$ cat src/rtl/apb_master.sv
// ---------------------------------------------------------------------------
// apb_master
// Turns single commands from a local valid/ready port into APB transfers
// (SETUP then ACCESS) and returns a one-cycle response pulse per command.
// All outputs come straight from flops.
//
// Parameters:
//    addrWidth      APB address width
//    dataWidth      APB data width
//    TimeoutCycles  ACCESS wait-state limit (timeout build only)
//
// Ports:
//    pclk, rst_n                       clock, synchronous active-low reset
//    cmd_valid, cmd_ready              command handshake
//    cmd_write, cmd_addr, cmd_wdata    command contents (1 = write)
//    rsp_valid, rsp_rdata, rsp_err     completion pulse, read data, error flag
//    psel, penable, paddr, pwrite,
//    pwdata                            APB request side
//    pready, prdata, pslverr           APB slave response
//
// Build option:
//    APB_MASTER_TIMEOUT_EN  when defined, an ACCESS phase that sees
//                           TimeoutCycles cycles of pready=0 is ended with
//                           rsp_err=1; otherwise ACCESS waits forever.
// ---------------------------------------------------------------------------
module apb_master #(
   parameter int addrWidth     = 32,
   parameter int dataWidth     = 32,
   parameter int TimeoutCycles = 16
) (
   input  logic                 pclk,
   input  logic                 rst_n,
   input  logic                 cmd_valid,
   output logic                 cmd_ready,
   input  logic                 cmd_write,
   input  logic [addrWidth-1:0] cmd_addr,
   input  logic [dataWidth-1:0] cmd_wdata,
   output logic                 rsp_valid,
   output logic [dataWidth-1:0] rsp_rdata,
   output logic                 rsp_err,
   output logic [addrWidth-1:0] paddr,
   output logic                 pwrite,
   output logic [dataWidth-1:0] pwdata,
   output logic                 psel,
   output logic                 penable,
   input  logic                 pready,
   input  logic [dataWidth-1:0] prdata,
   input  logic                 pslverr
);

   typedef enum logic [1:0] {
      IDLE,
      SETUP,
      ACCESS
   } state_t;

   state_t                 state;
   state_t                 state_next;
   logic                   cmd_ready_next;
   logic                   psel_next;
   logic                   penable_next;
   logic [addrWidth-1:0]   paddr_next;
   logic                   pwrite_next;
   logic [dataWidth-1:0]   pwdata_next;
   logic                   rsp_valid_next;
   logic [dataWidth-1:0]   rsp_rdata_next;
   logic                   rsp_err_next;
   logic                   timed_out;

`ifdef APB_MASTER_TIMEOUT_EN
   localparam int CntWidth = $clog2(TimeoutCycles + 1);
   localparam logic [CntWidth-1:0] WaitLimit = CntWidth'(TimeoutCycles - 1);

   logic [CntWidth-1:0] wait_cnt;

   // Wait-state counter: restarts every SETUP and counts each ACCESS cycle
   // the slave stalls. The transfer is abandoned on the stall cycle that
   // brings the count to TimeoutCycles, so the FSM is already back in IDLE
   // when a late pready could show up.
   always_ff @(posedge pclk) begin
      if (!rst_n) begin
         wait_cnt <= '0;
      end else if (state == SETUP) begin
         wait_cnt <= '0;
      end else if (state == ACCESS && !pready) begin
         wait_cnt <= wait_cnt + 1'b1;
      end
   end

   assign timed_out = (state == ACCESS) && !pready && (wait_cnt == WaitLimit);
`else
   // Without the timeout build the limit has no meaning; this keeps the
   // parameter visibly consumed.
   localparam int unused_timeout = TimeoutCycles;

   assign timed_out = 1'b0;
`endif

   // State and output registers. Reset drops any transfer in flight, so an
   // aborted command never produces a response.
   always_ff @(posedge pclk) begin
      if (!rst_n) begin
         state     <= IDLE;
         cmd_ready <= 1'b0;
         psel      <= 1'b0;
         penable   <= 1'b0;
         paddr     <= '0;
         pwrite    <= 1'b0;
         pwdata    <= '0;
         rsp_valid <= 1'b0;
         rsp_rdata <= '0;
         rsp_err   <= 1'b0;
      end else begin
         state     <= state_next;
         cmd_ready <= cmd_ready_next;
         psel      <= psel_next;
         penable   <= penable_next;
         paddr     <= paddr_next;
         pwrite    <= pwrite_next;
         pwdata    <= pwdata_next;
         rsp_valid <= rsp_valid_next;
         rsp_rdata <= rsp_rdata_next;
         rsp_err   <= rsp_err_next;
      end
   end

   // Next-state and next-output decode. The APB request fields are latched
   // once on accept and simply held until completion, when they are zeroed
   // together with psel. Completion lands in IDLE with cmd_ready already set,
   // which is what allows a new command every third cycle.
   always_comb begin
      state_next     = state;
      cmd_ready_next = 1'b0;
      psel_next      = psel;
      penable_next   = penable;
      paddr_next     = paddr;
      pwrite_next    = pwrite;
      pwdata_next    = pwdata;
      rsp_valid_next = 1'b0;
      rsp_rdata_next = '0;
      rsp_err_next   = 1'b0;

      case (state)
         IDLE: begin
            cmd_ready_next = 1'b1;
            psel_next      = 1'b0;
            penable_next   = 1'b0;
            paddr_next     = '0;
            pwrite_next    = 1'b0;
            pwdata_next    = '0;
            if (cmd_valid && cmd_ready) begin
               state_next     = SETUP;
               cmd_ready_next = 1'b0;
               psel_next      = 1'b1;
               paddr_next     = cmd_addr;
               pwrite_next    = cmd_write;
               pwdata_next    = cmd_write ? cmd_wdata : '0;
            end
         end

         SETUP: begin
            state_next   = ACCESS;
            penable_next = 1'b1;
         end

         ACCESS: begin
            if (pready || timed_out) begin
               state_next     = IDLE;
               cmd_ready_next = 1'b1;
               psel_next      = 1'b0;
               penable_next   = 1'b0;
               paddr_next     = '0;
               pwrite_next    = 1'b0;
               pwdata_next    = '0;
               rsp_valid_next = 1'b1;
               rsp_err_next   = pready ? pslverr : 1'b1;
               if (pready && !pslverr && !pwrite) begin
                  rsp_rdata_next = prdata;
               end
            end
         end

         default: begin
            state_next = IDLE;
         end
      endcase
   end

endmodule
$ cat config.mk
export PLATFORM = sky130hd
export DESIGN_NAME = apb_master
export DESIGN_NICKNAME = d
export VERILOG_FILES = /design/src/rtl/apb_master.sv
export SDC_FILE = /design/constraint.sdc
export NUM_CORES = 1
export LEC_CHECK = 0
export ABC_AREA = 1
export CAP_MARGIN = 10
export CELL_PAD_IN_SITES_DETAIL_PLACEMENT = 1
export CELL_PAD_IN_SITES_GLOBAL_PLACEMENT = 2
export CORE_ASPECT_RATIO = 0.6
export CORE_MARGIN = 4
export CORE_UTILIZATION = 21
export DETAILED_ROUTE_END_ITERATION = 12
export GPL_TIMING_DRIVEN = 0
export PLACE_DENSITY_LB_ADDON = 0.1
export SYNTH_ARGS = -nofsm -noshare
export SYNTH_HDL_FRONTEND = slang
export SYNTH_SLANG_ARGS = --single-unit
$ cat constraint.sdc
create_clock -name pclk -period 1.85 [get_ports pclk]
set_clock_uncertainty 0.2 [all_clocks]
set_input_delay 0.2775 -clock pclk [delete_from_list [all_inputs] [get_ports pclk]]
set_output_delay 0.2775 -clock pclk [all_outputs]
set_load 0.005 [all_outputs]
# == Word-level counts from Yosys, hierarchy flattened ==
# Cells that the tools add are included.
# classes
n_mux,18
n_eq_ne,4
n_reduce_logical,14
# ops
cell,n
$mux 32,4
$pmux 32 s2,2
$reduce_and 2->1,4
$pmux 1 s2,3
$pmux 2 s3,1
$mux 1,5
$mux 2,2
$ne 2x2->1 const B,2
$reduce_and 4->1,1
$logic_and 1x1->1,3
$pmux 1 s3,1
$reduce_and 3->1,1
$reduce_bool 3->1,1
$eq 2x1->1 const B,1
$eq 2x2->1 const B,1
$logic_not 1->1,2
$logic_not 2->1,1
$reduce_bool 2->1,1
# word_totals
reg_bits,104
word_cells,46
inputBits,102

# == Depth between registers and ports, before layout ==
# Gate-level depths: netlist (run 1).
# logic_depth
ltp_word,4
mapped_depth,7

# == Worst setup path after synthesis (run 1) ==
# OpenSTA, ideal clock, no wires.
# synth_path
path_kind,register to register
startpoint,reg state[1]
endpoint,reg paddr[10]
n_path_buf,2
arrival_ns,1.030
stages_incl_launch_ff,8
setup_slack_ns,0.508
setup_ns,0.113
required_time_ns,1.537
path_cell_list,dfxtp_1 > inv_2 > o21ai_2 > buf_4 > buf_2 > nand2_1 > nand2_1 > nor2_1
# synth_via
elab_chain_len,3
word_cells_on_any_way,6
# synth_lines
element,line,text
"start, declared",57,state_t state;
"start signal, assigned",114,state <= state_next;
$eq 2x2->1 or $logic_not 2->1 (tied branches),143,case (state)
$ne 2x2->1 (no line) or $reduce_bool 2->1 (tied branches),n/a,
$reduce_and 2->1 (no line),n/a,
"end signal, assigned",118,paddr <= paddr_next;
"end, declared",41,"output logic [addrWidth-1:0] paddr,"
# Several ways; a longest one is shown, not always the timed one.
# A chain may end at the register's enable or synchronous reset.

# == Final worst setup path (run 1) ==
# layout_path
startpoint,reg pwrite
endpoint,out pwrite
# layout_rtl
element,line,text
"start, declared",42,"output logic pwrite,"
"start signal, assigned",119,pwrite <= pwrite_next;
# No word-level cell between the ends.

==> results of run 1 <==
[layout make-up]
class | instances | area, µm² | area share
Buffer | 43 | 238 | 0.0333
Sequential cell | 104 | 2080 | 0.292
Tap cell | 273 | 342 | 0.0478
Clock buffer | 9 | 225 | 0.0315
Timing Repair Buffer | 203 | 2030 | 0.285
Inverter | 104 | 390 | 0.0547
Multi-Input combinational cell | 440 | 1750 | 0.245
Clock inverter | 7 | 78.8 | 0.0110
Antenna cell | 1 | 2.50 | 0.000350
[cell families after synthesis]
kind of cell / Yosys count
buffers and inverters: 147
AND/OR/NAND/NOR: 404
flip-flops: 104
AO/OA/AOI/OAI: 36
[synthesized netlist by cell type]
cell type / n
nand3_1: 32
buf_6: 3
inv_1: 102
dfxtp_1: 104
clkbuf_1: 5
nor3b_1: 1
nand2_2: 2
nor2_1: 197
a21oi_1: 35
buf_1: 8
buf_2: 20
nor3_1: 1
buf_4: 7
inv_2: 2
nand2_1: 171
o21ai_2: 1
[metal layers]
metal,routed length (µm),global-route usage,part of all wire
met1,8290,0.190,0.49
met2,7310,0.219,0.43
met3,1070,0.0530,0.063
met4,284,0.0401,0.017
met5,0,0,0
[state kept, by name, indices dropped and copies added (netlist names)]
| signal | cells |
|---|---|
| cmd_ready | 1 |
| penable | 1 |
| rsp_err | 1 |
| paddr | 32 |
| rsp_rdata | 32 |
| psel | 1 |
| rsp_valid | 1 |
| state | 2 |
| pwrite | 1 |
| pwdata | 32 |
[what timing repair did]
item,4_1_cts,5_1_grt
setup endpoints to repair,0,5
resized for setup,0,2
hold buffers,0,0
[placed cells by master, fill, tap and decap left out]
| master | synthesis | final |
|---|---|---|
| o21ai_2 | 1 | 1 |
| a21oi_1 | 35 | 35 |
| nand2_1 | 171 | 171 |
| clkinvlp_4 | 0 | 2 |
| buf_6 | 3 | 3 |
| nor2_1 | 197 | 197 |
| nor3b_1 | 1 | 1 |
| clkbuf_2 | 0 | 2 |
| buf_1 | 8 | 6 |
| inv_8 | 0 | 1 |
| nand2_2 | 2 | 2 |
| clkbuf_1 | 5 | 5 |
| inv_1 | 102 | 102 |
| clkinv_2 | 0 | 1 |
| nand3_1 | 32 | 32 |
| bufinv_16 | 0 | 1 |
| clkdlybuf4s50_1 | 0 | 203 |
| dfxtp_1 | 104 | 104 |
| inv_2 | 2 | 2 |
| buf_4 | 7 | 7 |
| inv_6 | 0 | 1 |
| diode_2 | 0 | 1 |
| buf_2 | 20 | 20 |
| clkbuf_16 | 0 | 9 |
| clkinv_4 | 0 | 1 |
| nor3_1 | 1 | 1 |
[metrics by stage]
stage	hold slack, ps	instance area, µm²
after CTS	214	7140
after global placement	261	6830
after global routing	226	7140
after floorplan	190	4460
after detailed placement	264	6830
final	235	7140
[path summary, 6_finish.rpt]
check / start / endpoint / cells past startpoint
worst max register to register: state[0]$_SDFFE_PN0P_ / pwdata[12]$_SDFFE_PN0P_ / 5
worst min register to register: psel$_SDFFE_PN0P_ / psel$_SDFFE_PN0P_ / 2
worst min-delay path: prdata[15] / rsp_rdata[15]$_SDFF_PN0_ / 3
worst max-delay path: pwrite$_SDFFE_PN0P_ / pwrite / 1
[power groups by stage]
stage	registers, mW	logic, mW	clock network (mW)
global route	2.39	1.04	2.19
floorplan	2.43	0.395	0
CTS	2.38	0.945	2.11
global placement	2.42	0.918	0
detailed placement	2.43	0.939	0
finish	2.37	0.920	2.00
==> metrics.md, run 1 <==
| Metric | Value |
|---|---|
| Total core area | 20400 µm² |
| WP buf/inv | 1 |
| WS Path Type | flip-flop to primary output |
| Setup violators final | 0 |
| Simple-gate portion of the synthesized area | 0.351 |
| Worst hold path type | input pin to flip-flop |
| H-tree depth | 3 |
| Drt wl/cell | 14.3 µm |
| Max FO, Critical Path | 3 |
| Register-to-register setup slack | 200 ps |
| Power density cells | 741 nW/µm² |
| # fillers | 2616 |
| Max-Cap Viols | 0 |
| Final slew viol count | 0 |
| Complex-gate fraction of the synthesized area | 0.0413 |
| DIE AREA | 23700 µm² |
| Power share of the combinational group | 0.174 |
| Total Routing Usage GR | 0.143 |
| Clock network power share | 0.378 |
| Pre-Repair DR Iteration Count | 4 |
| Register area share after synthesis | 0.467 |
| CTS buffer count | 9 |
| # clock sinks | 104 |
| Grt total ovfl | 0 |
| Post-Synth XOR/XNOR Area | 0 |
| Routability cong. | 0.774 |
| CTS tree | built |
| Measured slew at the worst slew-check pin | 551 ps |
| Maximum clock rate | 568 MHz |
| Hpwl dp | 13300 µm |
| Global-route wire length before repair | 26800 µm |
| Arrival time at the worst endpoint | 1280 ps |
| Synth area leaders | dfxtp_1 47%, nor2_1 17%, nand2_1 14%, inv_1 8.6%, a21oi_1 3.9% |
| Status | completed |
| Initial antenna violation count | 0 |
| Starting density of the core | 0.218 |
| Area delta synth->final | 60.2% |
| Adder-cell share of the synthesized area | 0 |
| Synth Warn # | 0 |
| Seq pwr share | 0.448 |
| VDD IR-drop max | 0.424 mV |
| Largest net degree at the start of global routing | 19 |
| Startpoint Class | flip-flop |
| Critical Path Sink Type | primary output |
| Syn Std Cell Area | 4460 µm² |
| Internal Pwr Total | 3.88 mW |
| CTS Buffer Depth | 2 |
| Crit-path leading delay family | buffers and inverters |
| Leading area contributor after synthesis | dfxtp_1 |
| DRT iter0 DRCs | 105 |
| Drt drc | 0 |
| Net Sw Frac | 0.268 |
| Combinational family with the most area after synthesis | simple AND/OR/NAND/NOR gates |
| Max_slew headroom | 0.633 |
| DR vias | 4726 |
| Fin crit share | 0.952 |
| Layout Nets | 1007 |
| Crit-path max cell delay | 550 ps |
| Place WS | -284 ps |
| DRT Wirelength | 17000 µm |
| Clock Latency Late Sink | 360 ps |
| Crit-path cells | clkdlybuf4s50_1 |
| Utilization after layout | 0.350 |
| Ratio of cells with drive above 1 in the final layout | 0.0582 |
| Post-Syn Nets | 793 |
| Overall Power | 5.29 mW |
| Ports | 204 |
| Die Y | 121 µm |
| Yosys cell types | 16 |
| CP max-delay cell | clkdlybuf4s50_1 |
| Number of global-route vias before repair | 5059 |
| Site Rows | 40 |
| CTS root buf | clkbuf_16 |
| Final WS setup | 88.2 ps |
| Unrepaired setup endpoints after global routing | false |
| Syn Inst Count | 691 |
| Leakage | 3.04 nW |
| Final setup TNS | 0 ps |
| Via density | 3.99 |
| Die Span X | 196 µm |
| Critical Path RT | 1370 ps |
| Post-Place Cells | 1167 |
| Area share of the largest cell type after synthesis | 0.467 |
| Fraction of synthesized area in multiplexers | 0 |
| Clock transition at path regs | 70 ps |
| Flops & latches, synth | 104 |
| Sw power | 1.42 mW |
| Fin. Hold Viols | 0 |
| DRT antenna net count | 0 |
| Finished Layout Cells | 1184 |
| Mean area per synthesized cell | 6.45 µm² |
| Final Critical Period | 1760 ps |
| Port bufs | 203 |
| Postcts setup bufs | 0 |
Note: power is estimated with default switching activity, not from simulation.
==> run 2, diff against run 1 <==
==> constraint.sdc (replaced) <==
create_clock -name pclk -period 1.9 [get_ports pclk]
set_clock_uncertainty 0.2 [all_clocks]
set_input_delay 0.285 -clock pclk [delete_from_list [all_inputs] [get_ports pclk]]
set_output_delay 0.285 -clock pclk [all_outputs]
set_load 0.005 [all_outputs]
==> metrics.md, run 2 (synthesized netlist as in run 1, its figures left out) <==
| Metric | Value |
|---|---|
| Site Rows | 40 (unchanged) |
| DRT iter0 DRCs | 105 (unchanged) |
| Status | completed (unchanged) |
| Fin. Hold Viols | 0 (unchanged) |
| Maximum clock rate | 565 MHz |
| Critical Path Sink Type | primary output (unchanged) |
| Ratio of cells with drive above 1 in the final layout | 0.0560 (was 0.0582) |
| VDD IR-drop max | 0.413 mV (was 0.424 mV) |
| Measured slew at the worst slew-check pin | 551 ps (unchanged) |
| Routability cong. | 0.774 (unchanged) |
| Clock Latency Late Sink | 360 ps (about the same) |
| Drt wl/cell | 14.3 µm (about the same) |
| Critical Path RT | 1410 ps (was 1370 ps) |
| Worst hold margin | 242 ps (was 235 ps) |
| Worst hold path type | input pin to flip-flop (unchanged) |
| Final WS setup | 131 ps (was 88.2 ps) |
| Final slew viol count | 0 (unchanged) |
| CTS tree | built (unchanged) |
| Overall Power | 5.15 mW (was 5.29 mW) |
| CTS buffer count | 9 (unchanged) |
| Pre-Repair DR Iteration Count | 4 (unchanged) |
| Crit-path max cell delay | 550 ps (about the same) |
| Layout Nets | 1007 (unchanged) |
| Post-Place Cells | 1167 (unchanged) |
| Finished Layout Cells | 1184 (unchanged) |
| Final Critical Period | 1770 ps |
| Leakage | 3.03 nW (was 3.04 nW) |
| WS Path Type | flip-flop to primary output (unchanged) |
| Crit-path leading delay family | buffers and inverters (unchanged) |
| Most frequent cells in the layout | 203 x clkdlybuf4s50_1, 197 x nor2_1, 171 x nand2_1 (unchanged) |
| Power density cells | 722 nW/µm² (was 741 nW/µm²) |
| Number of global-route vias before repair | 5059 (unchanged) |
| Postcts setup bufs | 0 (unchanged) |
| DRT antenna net count | 0 (unchanged) |
| Port bufs | 203 (unchanged) |
| Utilization after layout | 0.350 (about the same) |
| DIE AREA | 23700 µm² (unchanged) |
| Fin crit share | 0.931 |
| Met3 wire length | 1070 µm (unchanged) |
| Met2 WL post-DR | 7310 µm (about the same) |
| PostCTS Resize Cnt | 0 (unchanged) |
| Max-Cap Viols | 0 (unchanged) |
| Ports | 204 (unchanged) |
| Grt total ovfl | 0 (unchanged) |
| Crit-path cells | clkdlybuf4s50_1 (unchanged) |
| H-tree depth | 3 (unchanged) |
| Met1 wire length | 8300 µm (was 8290 µm) |
| Drt drc | 0 (unchanged) |
| Die Span X | 196 µm (unchanged) |
| CP max-delay cell | clkdlybuf4s50_1 (unchanged) |
| Startpoint Class | flip-flop (unchanged) |
| Largest net degree at the start of global routing | 19 (unchanged) |
| WP buf/inv | 1 (unchanged) |
| Max_slew headroom | 0.633 (unchanged) |
| CTS root buf | clkbuf_16 (unchanged) |
| CTS Buffer Depth | 2 (unchanged) |
| Total core area | 20400 µm² (unchanged) |
| Arrival time at the worst endpoint | 1280 ps (about the same) |
| Global-route wire length before repair | 26800 µm (unchanged) |
| Initial antenna violation count | 0 (unchanged) |
| Final setup TNS | 0 ps (unchanged) |
| Clock transition at path regs | 70 ps (about the same) |
| Place WS | -241 ps (was -284 ps) |
| Top Registers | paddr: 32 flops, pwdata: 32 flops, rsp_rdata: 32 flops (unchanged) |
| Max FO, Critical Path | 3 (unchanged) |
| Unrepaired setup endpoints after global routing | false (unchanged) |
| DR vias | 4726 (unchanged) |
| Max Used Layer | met4 (unchanged) |
| Starting density of the core | 0.218 (unchanged) |
| DRT Wirelength | 17000 µm (about the same) |
| Hold_buf cts | 0 (unchanged) |
| # clock sinks | 104 (unchanged) |
| Die Y | 121 µm (unchanged) |
| Setup violators final | 0 (unchanged) |
| Total Routing Usage GR | 0.143 (unchanged) |
| Hpwl dp | 13300 µm (unchanged) |
| Finished Cell Area | 7140 µm² (about the same) |
| DP Area | 6830 µm² (unchanged) |
| Via density | 3.99 (unchanged) |
| Area delta synth->final | 60.1% (was 60.2%) |
| # fillers | 2616 (unchanged) |
| Leading cell type in the layout, fill and taps excluded | clkdlybuf4s50_1 (unchanged) |
-- run 2: cell count changes in the layout (fill, tap and decap cells not counted), sizes merged --
cell / delta
buf: +2
clkbuf: -2
-- run 2: tightest hold or removal path: cells and delay by family --
kind          cells  cell delay [ps]
simple gates      1               30
buf+inv           2              440
-- run 2: area by class of cell --
cell class | instances | area [µm²] | share of cell area
Antenna cell | 1 | 2.50 | 0.000351
Buffer | 43 | 235 | 0.0330
Clock buffer | 9 | 225 | 0.0316
Clock inverter | 7 | 78.8 | 0.0110
Inverter | 104 | 390 | 0.0547
Multi-Input combinational cell | 440 | 1750 | 0.245
Sequential cell | 104 | 2080 | 0.292
Tap cell | 273 | 342 | 0.0479
Timing Repair Buffer | 203 | 2030 | 0.285
-- run 2: power breakdown --
part,switching (mW),leakage [nW],internal [mW],total [mW]
combinational,0.422,2.05,0.473,0.895
sequential,0.0488,0.844,2.26,2.31
clock,0.911,0.144,1.04,1.95
-- run 2: final timing paths --
path,from,to,slack [ps],cells past startpoint
max,pwrite$_SDFFE_PN0P_,pwrite,130,1
min,prdata[15],rsp_rdata[15]$_SDFF_PN0_,240,3
max reg2reg,state[0]$_SDFFE_PN0P_,pwdata[12]$_SDFFE_PN0P_,250,5
min reg2reg,psel$_SDFFE_PN0P_,psel$_SDFFE_PN0P_,290,2
-- run 2: layer usage --
metal / GRT usage / up-vias
met5: 0 / -
met4: 0.0401 / 0
met3: 0.0530 / 17
met2: 0.219 / 109
met1: 0.190 / 2165
li1: - / 2435
==> run 3, diff against run 2 <==
--- a/config.mk
+++ b/config.mk
@@ -18,3 +18,4 @@
 export SYNTH_ARGS = -nofsm -noshare
 export SYNTH_HDL_FRONTEND = slang
 export SYNTH_SLANG_ARGS = --single-unit
+export TNS_END_PERCENT = 20
==> results of run 3 <==
The final DEF is identical to that of run 2; final timing and power are the same.
